## config.mk

```make
export PLATFORM = sky130hd
export DESIGN_NAME = huffman_param
export DESIGN_NICKNAME = d
export VERILOG_FILES = /design/src/rtl/huffman_param.sv
export SDC_FILE = /design/constraint.sdc
export NUM_CORES = 1
export LEC_CHECK = 0
export CORE_MARGIN = 5
export CORE_UTILIZATION = 50
export CTS_CLUSTER_SIZE = 28
export DETAILED_ROUTE_END_ITERATION = 12
export GPL_TIMING_DRIVEN = 0
export PLACE_DENSITY = 0.67
export SLEW_MARGIN = 0
export SYNTH_ARGS = -nofsm -noshare
export SYNTH_HDL_FRONTEND = slang
export SYNTH_SLANG_ARGS = --single-unit
```

## constraint.sdc

```tcl
create_clock -name clk -period 8.6 [get_ports clk]
set_input_delay 2.58 -clock clk [delete_from_list [all_inputs] [get_ports clk]]
set_output_delay 2.58 -clock clk [all_outputs]
set_load 0.01 [all_outputs]
```

## src/rtl/huffman_param.sv

```systemverilog
// huffman_param: burst symbol histogram followed by an iterative sort/merge
// Huffman code builder. Publishes per-symbol counts, then per-symbol
// right-aligned codes and length masks.
module huffman_param #(
  parameter int NUM_SYM = 6,
  parameter int CNT_W   = 8,
  parameter int CODE_W  = 8
) (
  input  logic                        clk,
  input  logic                        reset,
  input  logic                        gray_valid,
  input  logic [7:0]                  gray_data,
  output logic                        CNT_valid,
  output logic [NUM_SYM*CNT_W-1:0]    CNT,
  output logic                        code_valid,
  output logic [NUM_SYM*CODE_W-1:0]   HC,
  output logic [NUM_SYM*CODE_W-1:0]   M
);

  // Merged node counts never overflow: at most 16 leaves of 2^CNT_W-1 each.
  localparam int SUM_W  = CNT_W + 4;
  localparam int IDX_W  = $clog2(NUM_SYM);
  localparam int NUM_W  = $clog2(NUM_SYM + 1);
  // Tie-break keys: merged nodes use 0..NUM_SYM-2 (newest smallest),
  // leaves use NUM_SYM+k so they rank behind merged nodes of equal count
  // and among themselves by symbol index.
  localparam int TB_W   = $clog2(2 * NUM_SYM);
  localparam int LEN_W  = $clog2(CODE_W + 1);
  localparam int PASS_W = $clog2(NUM_SYM);

  typedef enum logic [2:0] {
    S_IDLE  = 3'd0,
    S_COUNT = 3'd1,
    S_SORT  = 3'd2,
    S_MERGE = 3'd3,
    S_DONE  = 3'd4
  } state_t;

  state_t               state_q;
  logic [CNT_W-1:0]     cnt_q      [NUM_SYM];
  logic [SUM_W-1:0]     node_cnt_q [NUM_SYM];
  logic [NUM_SYM-1:0]   node_mem_q [NUM_SYM];
  logic [TB_W-1:0]      node_tb_q  [NUM_SYM];
  logic [NUM_W-1:0]     n_q;
  logic [PASS_W-1:0]    pass_q;
  logic [TB_W-1:0]      tb_next_q;
  logic [CODE_W-1:0]    code_q     [NUM_SYM];
  logic [LEN_W-1:0]     len_q      [NUM_SYM];
  logic [NUM_SYM*CODE_W-1:0] hc_q;
  logic [NUM_SYM*CODE_W-1:0] m_q;
  logic                 cnt_valid_q;
  logic                 code_valid_q;

  // Next-state values produced by one sort pass and by one merge step.
  logic [SUM_W-1:0]     srt_cnt_d  [NUM_SYM];
  logic [NUM_SYM-1:0]   srt_mem_d  [NUM_SYM];
  logic [TB_W-1:0]      srt_tb_d   [NUM_SYM];
  logic [CODE_W-1:0]    code_d     [NUM_SYM];
  logic [LEN_W-1:0]     len_d      [NUM_SYM];
  logic [IDX_W-1:0]     idx_a_s;
  logic [IDX_W-1:0]     idx_b_s;
  logic [NUM_SYM-1:0]   mem_a_s;
  logic [NUM_SYM-1:0]   mem_b_s;
  logic [SUM_W-1:0]     merged_cnt_s;
  logic                 sym_ok_s;
  logic [IDX_W-1:0]     sym_idx_s;

  // True when node a must sit ahead of node b in the descending list.
  function automatic logic node_before(input logic [SUM_W-1:0] cnt_a,
                                       input logic [TB_W-1:0]  tb_a,
                                       input logic [SUM_W-1:0] cnt_b,
                                       input logic [TB_W-1:0]  tb_b);
    node_before = (cnt_a > cnt_b) || ((cnt_a == cnt_b) && (tb_a < tb_b));
  endfunction

  // Ones in the low len bits; len == CODE_W wraps to all ones.
  function automatic logic [CODE_W-1:0] mask_of(input logic [LEN_W-1:0] len);
    mask_of = (CODE_W'(1) << len) - CODE_W'(1);
  endfunction

  // Decode the incoming sample into a counter index and a legality flag.
  always_comb begin
    sym_ok_s  = (gray_data != 8'd0) && (gray_data <= 8'(NUM_SYM));
    sym_idx_s = IDX_W'(gray_data - 8'd1);
  end

  // One odd-even transposition pass over the active node list.
  always_comb begin
    srt_cnt_d = node_cnt_q;
    srt_mem_d = node_mem_q;
    srt_tb_d  = node_tb_q;
    for (int j = 0; j < NUM_SYM - 1; j++) begin
      if (((j % 2) == int'(pass_q[0])) && (NUM_W'(j + 1) < n_q)) begin
        if (node_before(node_cnt_q[j+1], node_tb_q[j+1], node_cnt_q[j], node_tb_q[j])) begin
          srt_cnt_d[j]   = node_cnt_q[j+1];
          srt_mem_d[j]   = node_mem_q[j+1];
          srt_tb_d[j]    = node_tb_q[j+1];
          srt_cnt_d[j+1] = node_cnt_q[j];
          srt_mem_d[j+1] = node_mem_q[j];
          srt_tb_d[j+1]  = node_tb_q[j];
        end else begin
          srt_cnt_d[j] = srt_cnt_d[j];
        end
      end else begin
        srt_cnt_d[j] = srt_cnt_d[j];
      end
    end
  end

  // Merge the last two nodes: prepend 0 to the second-to-last, 1 to the last.
  always_comb begin
    idx_a_s      = IDX_W'(n_q - NUM_W'(2));
    idx_b_s      = IDX_W'(n_q - NUM_W'(1));
    mem_a_s      = node_mem_q[idx_a_s];
    mem_b_s      = node_mem_q[idx_b_s];
    merged_cnt_s = node_cnt_q[idx_a_s] + node_cnt_q[idx_b_s];
    for (int s = 0; s < NUM_SYM; s++) begin
      code_d[s] = code_q[s];
      len_d[s]  = len_q[s];
      if (mem_a_s[s]) begin
        len_d[s] = len_q[s] + LEN_W'(1);
      end else if (mem_b_s[s]) begin
        code_d[s] = code_q[s] | (CODE_W'(1) << len_q[s]);
        len_d[s]  = len_q[s] + LEN_W'(1);
      end else begin
        len_d[s] = len_q[s];
      end
    end
  end

  // Main controller: counting, sort/merge iteration and output publishing.
  always_ff @(posedge clk) begin
    if (!reset) begin
      state_q      <= S_IDLE;
      n_q          <= NUM_W'(NUM_SYM);
      pass_q       <= '0;
      tb_next_q    <= '0;
      hc_q         <= '0;
      m_q          <= '0;
      cnt_valid_q  <= 1'b0;
      code_valid_q <= 1'b0;
      for (int k = 0; k < NUM_SYM; k++) begin
        cnt_q[k]      <= '0;
        node_cnt_q[k] <= '0;
        node_mem_q[k] <= '0;
        node_tb_q[k]  <= '0;
        code_q[k]     <= '0;
        len_q[k]      <= '0;
      end
    end else begin
      cnt_valid_q  <= 1'b0;
      code_valid_q <= 1'b0;
      case (state_q)
        S_IDLE: begin
          if (gray_valid) begin
            for (int k = 0; k < NUM_SYM; k++) begin
              cnt_q[k] <= '0;
            end
            if (sym_ok_s) begin
              cnt_q[sym_idx_s] <= CNT_W'(1);
            end
            hc_q    <= '0;
            m_q     <= '0;
            state_q <= S_COUNT;
          end
        end
        S_COUNT: begin
          if (gray_valid) begin
            if (sym_ok_s && (cnt_q[sym_idx_s] != '1)) begin
              cnt_q[sym_idx_s] <= cnt_q[sym_idx_s] + CNT_W'(1);
            end
          end else begin
            // Burst over: publish counts and seed the node list with leaves.
            cnt_valid_q <= 1'b1;
            for (int k = 0; k < NUM_SYM; k++) begin
              node_cnt_q[k] <= SUM_W'(cnt_q[k]);
              node_mem_q[k] <= NUM_SYM'(1) << k;
              node_tb_q[k]  <= TB_W'(NUM_SYM + k);
              code_q[k]     <= '0;
              len_q[k]      <= '0;
            end
            n_q       <= NUM_W'(NUM_SYM);
            pass_q    <= '0;
            tb_next_q <= TB_W'(NUM_SYM - 2);
            state_q   <= S_SORT;
          end
        end
        S_SORT: begin
          node_cnt_q <= srt_cnt_d;
          node_mem_q <= srt_mem_d;
          node_tb_q  <= srt_tb_d;
          // NUM_SYM passes fully order up to NUM_SYM active nodes.
          if (pass_q == PASS_W'(NUM_SYM - 1)) begin
            pass_q  <= '0;
            state_q <= S_MERGE;
          end else begin
            pass_q <= pass_q + PASS_W'(1);
          end
        end
        S_MERGE: begin
          node_cnt_q[idx_a_s] <= merged_cnt_s;
          node_mem_q[idx_a_s] <= mem_a_s | mem_b_s;
          node_tb_q[idx_a_s]  <= tb_next_q;
          tb_next_q           <= tb_next_q - TB_W'(1);
          code_q              <= code_d;
          len_q               <= len_d;
          if (n_q == NUM_W'(2)) begin
            n_q     <= NUM_W'(NUM_SYM);
            state_q <= S_DONE;
          end else begin
            n_q     <= n_q - NUM_W'(1);
            state_q <= S_SORT;
          end
        end
        S_DONE: begin
          for (int s = 0; s < NUM_SYM; s++) begin
            hc_q[s*CODE_W +: CODE_W] <= code_q[s];
            m_q[s*CODE_W +: CODE_W]  <= mask_of(len_q[s]);
          end
          code_valid_q <= 1'b1;
          state_q      <= S_IDLE;
        end
        default: begin
          state_q <= S_IDLE;
        end
      endcase
    end
  end

  for (genvar k = 0; k < NUM_SYM; k++) begin : g_cnt_pack
    assign CNT[k*CNT_W +: CNT_W] = cnt_q[k];
  end

  assign CNT_valid  = cnt_valid_q;
  assign code_valid = code_valid_q;
  assign HC         = hc_q;
  assign M          = m_q;

endmodule

```

* Word level (Yosys, flattened, before mapping)
Memory sizes are Yosys's and may differ from the RTL's. Index checks and enable logic that the tools add are counted.
Cells by class: equal/unequal tests 37, shift-type cells 6, reductions and logical operators 44, bitwise operators 17, order comparisons 19, muxes and demuxes 135, $add $sub $neg 19
Operator list (number):
- $mux 12 | 35
- $pmux 48 s2 | 3
- $mux 8 | 29
- $pmux 72 s3 | 1
- $pmux 36 s3 | 1
- $mux 48 | 2
- $bmux 12 s3 | 2
- $bwmux 72 | 1
- $mux 72 | 1
- $pmux 24 s3 | 1
- $eq 12x12->1 | 5
- $gt 12x12->1 | 5
- $mux 4 | 14
- $mux 24 | 2
- $or 8x8->8 | 6
- $pmux 24 s2 | 1
- $shl 1x4->8 const A | 6
- $sub 8x2->8 const B | 6
- $ne 2x2->1 const B | 19
- $bmux 6 s3 | 2
- $bwmux 36 | 1
- $demux 12 s3 | 1
- $mux 36 | 1
- $reduce_and 4->1 | 8
- 40 further kinds | 124
Word-level totals: memories 1, bits in writable memories 48, bits in registers 315
Memories:
- cnt_q | words 6, bits a word 8, rd ports 7, clocked after Yosys merged registers in 0, wr ports 7, RTL line 40 | logic [CNT_W-1:0] cnt_q [NUM_SYM];

* Longest topological paths before layout
Gate-level depths: netlist (run 1).
word-level depth 14, mapped depth 19, gate-level depth less buffers 14

* Least setup slack after synthesis (run 1)
Ideal clock, no wire load.
kind in2reg, start point input port gray_data[0], end point memory cnt_q[7][0] (enable), stages 15, path buffers 5, data arrival time 6.116 ns, slack 2.090 ns, cell sequence buf_2 > inv_1 > buf_2 > ha_1 > xor2_2 > buf_6 > buf_2 > mux4_2 > mux2_2 > ha_1 > o21ai_1 > or2_1 > o41ai_4 > buf_6 > nor4_1
RTL lines:
- start: declaration | RTL line 12 | input logic [7:0] gray_data,
- end: declaration | RTL line 40

* Final worst setup path (run 1)
start point register n_q[1], end point register node_cnt_q[58] (netlist bit)
Between the ends: cells in the longest elaborated chain, start to end 8
Ends and longest elaborated chain:
- start: declaration | RTL line 44 | logic [NUM_W-1:0] n_q;
- start signal: assignment | RTL line 135 | n_q <= NUM_W'(NUM_SYM);
- start signal: assignment | RTL line 182 | n_q <= NUM_W'(NUM_SYM);
- start signal: assignment | RTL line 208 | n_q <= NUM_W'(NUM_SYM);
- $sub 3x2->3 / $sub 3x1->3 (equally long branches) | RTL line 112, 113
- $not 3->4, on equally long branches | RTL line 116, 201
- $bmux 12 s3, or another cell as far along | RTL line 116 | merged_cnt_s = node_cnt_q[idx_a_s] + node_cnt_q[idx_b_s];
- $mux 12 (implied by the code) / $logic_and 1x1->1 (equally long branches) | RTL line 116, 201
- $mux 12, on equally long branches | RTL line 116, 201
- $add 12x12->12 / $demux 12 s3 (equally long branches) | RTL line 116, 201
- $bwmux 72 | RTL line 201 | node_cnt_q[idx_a_s] <= merged_cnt_s;
- $pmux 72 s3 * | RTL line 153 | case (state_q)
- end signal: indexed assignment | RTL line 176 | node_cnt_q[k] <= SUM_W'(cnt_q[k]);
- end signal: assignment | RTL line 189 | node_cnt_q <= srt_cnt_d;
- end signal: indexed assignment | RTL line 201
- end: declaration | RTL line 41 | logic [SUM_W-1:0] node_cnt_q [NUM_SYM];
Mark *: on every way between the ends. The rest lies on a longest branch, timed or not. The select of a mux whose other input is x is not followed. A chain may end at the register's enable or synchronous reset.

==> impl_metrics.tcl, run 1 <==
set metrics [dict create \
    clk_latency_ns 0.59 \
    ys_seq_area_frac 0.355 \
    hp-class "reg -> reg" \
    hold_start "M[5]" \
    synth_nets 2880 \
    final_hold_viol_count 0 \
    p_leak_nw 9.61 \
    status "complete, but fails checks" \
    fin_worst_skew_ns 0.0106 \
    cts_setup_buffers 0 \
    cts_buffer_depth 3 \
    drc 0 \
    antenna_found_initial 4 \
    clock-root-buffer "clkbuf_16" \
    drive_above_1_share 0.0691 \
    yosysWarnings 0 \
    grt_usage 0.407 \
    setup_slack_ns 1.25 \
    htree_levels 2 \
    path_clk_slew_ns 0.06 \
    fmax_mhz 136 \
    cts-buffers-inserted 45 \
    arrival_ns 7.83 \
    critPathTopFamily "buffers and inverters" \
    syn_area_um2 23200 \
    detailed_place_hpwl_um 82800 \
    drt_iter0_drc 4160 \
    synth_async_sr_flop_share 0 \
    cp.required_ns 9.08 \
    synth-edff-count 64 \
    vdd_drop_max_mv 0.185 \
    initial_core_util 0.502 \
    wl_per_cell_um 30.4 \
    crit_type "reg -> reg" \
    timing.rr.start "n_q[1]" \
    setup_viol 0 \
    register_area_um2 8230 \
    grt_pass1_wl_um 155000 \
    fin_crit_sh 0.854 \
    fillerInstances 4084 \
    die_y_um 225 \
    cp_cell_sequence "buf_2 -> buf_1 -> inv_1 -> ha_1 -> xnor2_1 -> clkbuf_1 -> clkbuf_1 -> o31ai_1 -> ha_1 -> fa_1 -> a21oi_1 -> o2111ai_1 -> nand4_1 -> nor3b_1 -> o221ai_1 -> o21a_1" \
    gr-total-overflow 0 \
    rows 79 \
    rsz0062_at_grt "no" \
    cts.sinks 379 \
    firstDrtPassIters 7 \
    syn_inst 2731 \
    critPathSlowestCell "nor3b_1" \
    maxSlewHeadroom 0.00648 \
    nNetsFinal 3083 \
    core_area_um2 46200 \
    worst-path-buf-inv 5 \
    fin_tns_setup_ns 0 \
    power_density_nw_per_um2 196 \
    grt_pass1_vias 23515 \
    grt_max_degree 14 \
    vias 25149 \
    cts-resized-gates 0 \
    cap_violations 2 \
    crit_path_end_kind "flip-flop" \
    dp_slack_ns 1.06 \
    cp-startpoint "n_q[1]" \
    dominantRegCellSynth "dfxtp_1" \
    cpPeakStageDelay_ns 1.16 \
    routed_via_density 7.03 \
    synth.distinct_cells 82 \
    die_area_um2 50800 \
    pin_count 157 \
    slew_viol_final 0 \
    area_growth_pct 16.8 \
    post-route-min-period_ns 7.35 \
    whs_ns 0.448 \
    routed_wl_um 109000 \
    cp_max_fo 10 \
    gp_congestion 1.02 \
    portBuffers 155 \
    violations "capacitance limit" \
    start_kind "flip-flop" \
    multi_input_area_um2 13600 \
    syn_avg_cell_area_um2 8.49 \
    tritoncts "built" \
    synth_seq_cells 379 \
    fp.dieW_um 225 \
    worst_slew_pin_slew_ns 1.49 \
    postCtsHoldBufs 0 \
    drtAntennaViolNets 0 \
]
## sequential cells by signal, indices dropped and copies added, names as in the netlist, 4 cells and up
signal / cells
node_cnt_q: 72
cnt_q: 64
HC: 48
M: 48
code_q: 48
node_mem_q: 36
len_q: 24
node_tb_q: 24
tb_next_q: 4
## report_power, final
part	total, mW	internal [mW]	switching, mW
clock	2.06	1.23	0.833
sequential	1.95	1.86	0.0979
combinational	1.30	0.358	0.943
## cells by family (layout without fill, tap and decap cells)
logic type      after synthesis  count (layout)  synth area share
buf+inv                     355             592            0.0607
other cells                   0               1                 0
fa+ha+maj                   138             138            0.0748
flops                       379             379             0.355
compound gates              914             914             0.264
xor+xnor                     42              42            0.0162
simple gates                768             768             0.149
mux                         135             135            0.0814
## worst paths after layout
path / to / slack [ns] / cells after the start
min: M[5] / 0.45 / 2
min reg2reg: M[5] / 0.45 / 2
max reg2reg: node_cnt_q[58] / 1.25 / 16
max: node_cnt_q[58] / 1.25 / 16
## final cells by class
class | instances | area share
diodes | 1 | 0.0000924
multi-input cells | 1997 | 0.501
plain buffers | 209 | 0.0317
repair buffers | 156 | 0.0576
well taps | 607 | 0.0280
clock inverters | 21 | 0.0109
clock buffers | 60 | 0.0470
inverters | 146 | 0.0202
flip-flops and latches | 379 | 0.304
## worst min-delay path: cells and delay by family, from the launching register on
| kind | cells | cell delay (ns) |
|---|---|---|
| flops | 1 | 0.31 |
| simple gates | 2 | 0.09 |
## per-stage QoR
step	total power, mW	instances	cell area, um^2	util
final	5.31	3576	27100	0.587
after CTS	5.22	3575	27100	0.587
after detailed placement	3.20	3494	25500	0.553
after floorplan	2.69	2731	23200	-
after global placement	3.18	3493	25500	0.552
after global routing	5.41	3576	27100	0.587
## placed cells by master (no fill, tap or decap), drive strengths merged, types with 29 or more instances in the layout
cell	count
a211oi	39
a21oi	176
a22o	46
a22oi	49
a31oi	58
and3	34
buf	49
clkbuf	221
clkdlybuf4s50	155
dfxtp	315
edfxtp	64
ha	137
inv	147
mux2i	85
mux4	42
nand2	265
nand3	94
nor2	228
nor3	50
o21ai	245
o22ai	29
o31ai	38
xnor2	29
## Yosys cell counts, drive strengths merged (9+ instances only)
master | instances | area share
xnor2 | 29 | 0.011
nand2b | 17 | 0.0046
mux2i | 85 | 0.037
o2bb2ai | 11 | 0.0042
a2111oi | 10 | 0.0038
o22ai | 29 | 0.0078
a21o | 18 | 0.0058
nor2b | 17 | 0.0046
a31oi | 58 | 0.016
nor4 | 22 | 0.0062
ha | 137 | 0.074
edfxtp | 64 | 0.083
a21oi | 176 | 0.038
clkbuf | 161 | 0.026
nor3 | 50 | 0.012
and3 | 34 | 0.0092
xor2 | 13 | 0.0052
nor2 | 228 | 0.037
mux4 | 42 | 0.041
o211ai | 23 | 0.0074
a32oi | 23 | 0.0087
o31ai | 38 | 0.013
nand2 | 265 | 0.043
buf | 48 | 0.011
a211oi | 39 | 0.013
a22o | 46 | 0.017
a22oi | 49 | 0.016
nand4 | 13 | 0.0035
inv | 145 | 0.023
o221a | 10 | 0.0049
o32ai | 12 | 0.0045
a221oi | 24 | 0.0093
o2111ai | 9 | 0.0034
dfxtp | 315 | 0.27
o221ai | 15 | 0.0057
o21ai | 245 | 0.053
nand3 | 94 | 0.020
## metal layers
| metal | global-route usage | vias up | part of all wire |
|---|---|---|---|
| met4 | 0.249 | 2 | 0.078 |
| met5 | 0 | - | 0.00015 |
| met2 | 0.617 | 1993 | 0.43 |
| li1 | - | 10565 | - |
| met1 | 0.521 | 12096 | 0.37 |
| met3 | 0.108 | 493 | 0.13 |
Power figures use the tool's default switching activity.
==> run 2, diff against run 1 <==
--- a/config.mk
+++ b/config.mk
@@ -6,11 +6,12 @@
 export NUM_CORES = 1
 export LEC_CHECK = 0
 export CORE_MARGIN = 5
-export CORE_UTILIZATION = 50
+export CORE_UTILIZATION = 44
 export CTS_CLUSTER_SIZE = 28
 export DETAILED_ROUTE_END_ITERATION = 12
+export DONT_BUFFER_PORTS = 1
 export GPL_TIMING_DRIVEN = 0
-export PLACE_DENSITY = 0.67
+export PLACE_DENSITY = 0.57
 export SLEW_MARGIN = 0
 export SYNTH_ARGS = -nofsm -noshare
 export SYNTH_HDL_FRONTEND = slang
==> impl_metrics.tcl, run 2 (same netlist as run 1, synthesis figures left out) <==
set metrics [dict create \
    rsz0062_at_grt "no" \
    power_density_nw_per_um2 207 \
    cts_buffer_depth 3 \
    grt.busiest_layer "met2" \
    area_growth_pct 10.6 \
    switching_share 0.360 \
    routed_via_density 6.73 \
    arrival_ns 7.66 \
    pin_count 157 \
    final_hold_viol_count 0 \
    critPathTopFamily "buffers and inverters" \
    gr-total-overflow 0 \
    grt_use_met2 0.533 \
    intPower_mw 3.39 \
    fp.dieW_um 240 \
    critPathSlowestCell "xnor2_1" \
    vias 23572 \
    post-route-min-period_ns 7.16 \
    p_leak_nw 9.06 \
    die_y_um 240 \
    vdd_drop_max_mv 0.164 \
    cts-resized-gates 0 \
    antenna_found_initial 3 \
    cts.sinks 379 \
    status "finished, final reports clean" \
    portBuffers 0 \
    drc 0 \
    cp_cell_sequence "buf_2 -> buf_1 -> inv_1 -> ha_1 -> xnor2_1 -> clkbuf_1 -> buf_1 -> nand2_1 -> o31ai_1 -> ha_1 -> fa_1 -> a21oi_1 -> o2111ai_1 -> nand2_1 -> xnor2_1 -> a21oi_1 -> a211o_1 -> a21oi_1" \
    design_area_um2 25600 \
    crit_type "reg -> reg" \
    crit_top_cell "a21oi_1" \
    grt_util_met1 0.491 \
    start_kind "flip-flop" \
    combPwrFrac 0.241 \
    hp-class "reg -> reg" \
    worst_slew_pin_slew_ns 1.45 \
    rows 84 \
    register_area_um2 8230 \
    setup_viol 0 \
    fin_tns_setup_ns 0 \
    clk_latency_ns 0.61 \
    wl_per_cell_um 31.2 \
    drive_above_1_share 0.0736 \
    final_common_cell "dfxtp_1" \
    grt_pass1_wl_um 155000 \
    grt_pass1_vias 22332 \
    grt_usage 0.364 \
    core_area_um2 52300 \
    drtAntennaViolNets 0 \
    fin_worst_skew_ns 0.0341 \
    multi_input_area_um2 13600 \
    p_total_mw 5.30 \
    detailed_place_hpwl_um 83500 \
    whs_ns 0.448 \
    postCtsHoldBufs 0 \
    cts-buffers-inserted 45 \
    drt_iter0_drc 3066 \
    path_clk_slew_ns 0.06 \
    placed_area_um2 24100 \
    routed_wl_um 109000 \
    gp_congestion 1.02 \
    maxSlewHeadroom 0.0326 \
    fmax_mhz 140 \
    tritoncts "built" \
    crit_path_end_kind "flip-flop" \
    cap_violations 0 \
    cts_setup_buffers 0 \
    htree_levels 2 \
    grt_max_degree 15 \
    largest-register "node_cnt_q" \
    top_regs "node_cnt_q (72), cnt_q (64)" \
    fin_crit_sh 0.832 \
    initial_core_util 0.443 \
    cp_max_fo 10 \
    slew_viol_final 0 \
    firstDrtPassIters 8 \
    p_seq_frac 0.371 \
    cpPeakStageDelay_ns 1.11 \
    p_sw_mw 1.91 \
    power.share.clock 0.388 \
    die_area_um2 57400 \
    use_met3 0.108 \
    cp.required_ns 9.10 \
    nNetsFinal 2928 \
    mostFrequentLayoutCells "dfxtp_1, nand2_1, o21ai_0, nor2_1, a21oi_1" \
    largest_register_ffs 72 \
    fillerInstances 5128 \
    clock-root-buffer "clkbuf_16" \
    worst-path-buf-inv 5 \
]
## run 2: cell count changes in the layout (fill, tap and decap cells not counted), sizes merged
cell / delta
bufinv: -1
clkinv: -1
clkdlybuf4s50: -155
clkinvlp: +2
## run 2: worst paths after layout
path | startpoint | endpoint | slack [ns] | depth (start not counted)
worst max-delay path | n_q[1] | node_cnt_q[68] | 1.44 | 18
worst min-delay path | code_q[29] | code_q[29] | 0.45 | 2
worst max register to register | n_q[1] | node_cnt_q[68] | 1.44 | 18
worst min register to register | code_q[29] | code_q[29] | 0.45 | 2
## run 2: power by group through the flow
stage          logic (mW)  registers (mW)  clock network, mW
2_1_floorplan       0.742            1.94                  0
3_3_place_gp         1.19            2.00                  0
3_5_place_dp         1.19            2.00                  0
4_1_cts              1.20            1.96               2.06
5_1_grt              1.32            1.97               2.13
6_report             1.28            1.97               2.06
## run 2: area by class of cell
type / count / area share
Tap cell: 688 / 0.0336
Timing Repair Buffer: 1 / 0.000293
Antenna cell: 1 / 0.0000976
Clock inverter: 21 / 0.0114
Sequential cell: 379 / 0.321
Clock buffer: 60 / 0.0497
Buffer: 209 / 0.0335
Multi-Input combinational cell: 1997 / 0.529
Inverter: 146 / 0.0214
## run 2: per-layer routing
metal | wire length (um) | up-vias | share of wire
met4 | 6660 | 0 | 0.061
met2 | 45700 | 1569 | 0.42
met3 | 13100 | 303 | 0.12
li1 | - | 10251 | -
met5 | 0 | - | 0
met1 | 43600 | 11449 | 0.40
## run 2: worst register-to-register path, delay by kind of cell (launching register included)
| family | cells | cell delay (ns) |
|---|---|---|
| buf+inv | 5 | 2.48 |
| xor+xnor | 2 | 1.68 |
| compound gates | 6 | 1.29 |
| fa+ha+maj | 3 | 0.77 |
| flops | 1 | 0.53 |
| simple gates | 2 | 0.32 |
## run 2: stage by stage
step / std cells / worst slack, ns / utilization
after floorplan: 2731 / 2.09 / -
after global placement: 3419 / 0.854 / 0.459
after detailed placement: 3420 / 1.18 / 0.460
after CTS: 3501 / 1.67 / 0.490
after global routing: 3501 / 1.19 / 0.490
final: 3502 / 1.44 / 0.490
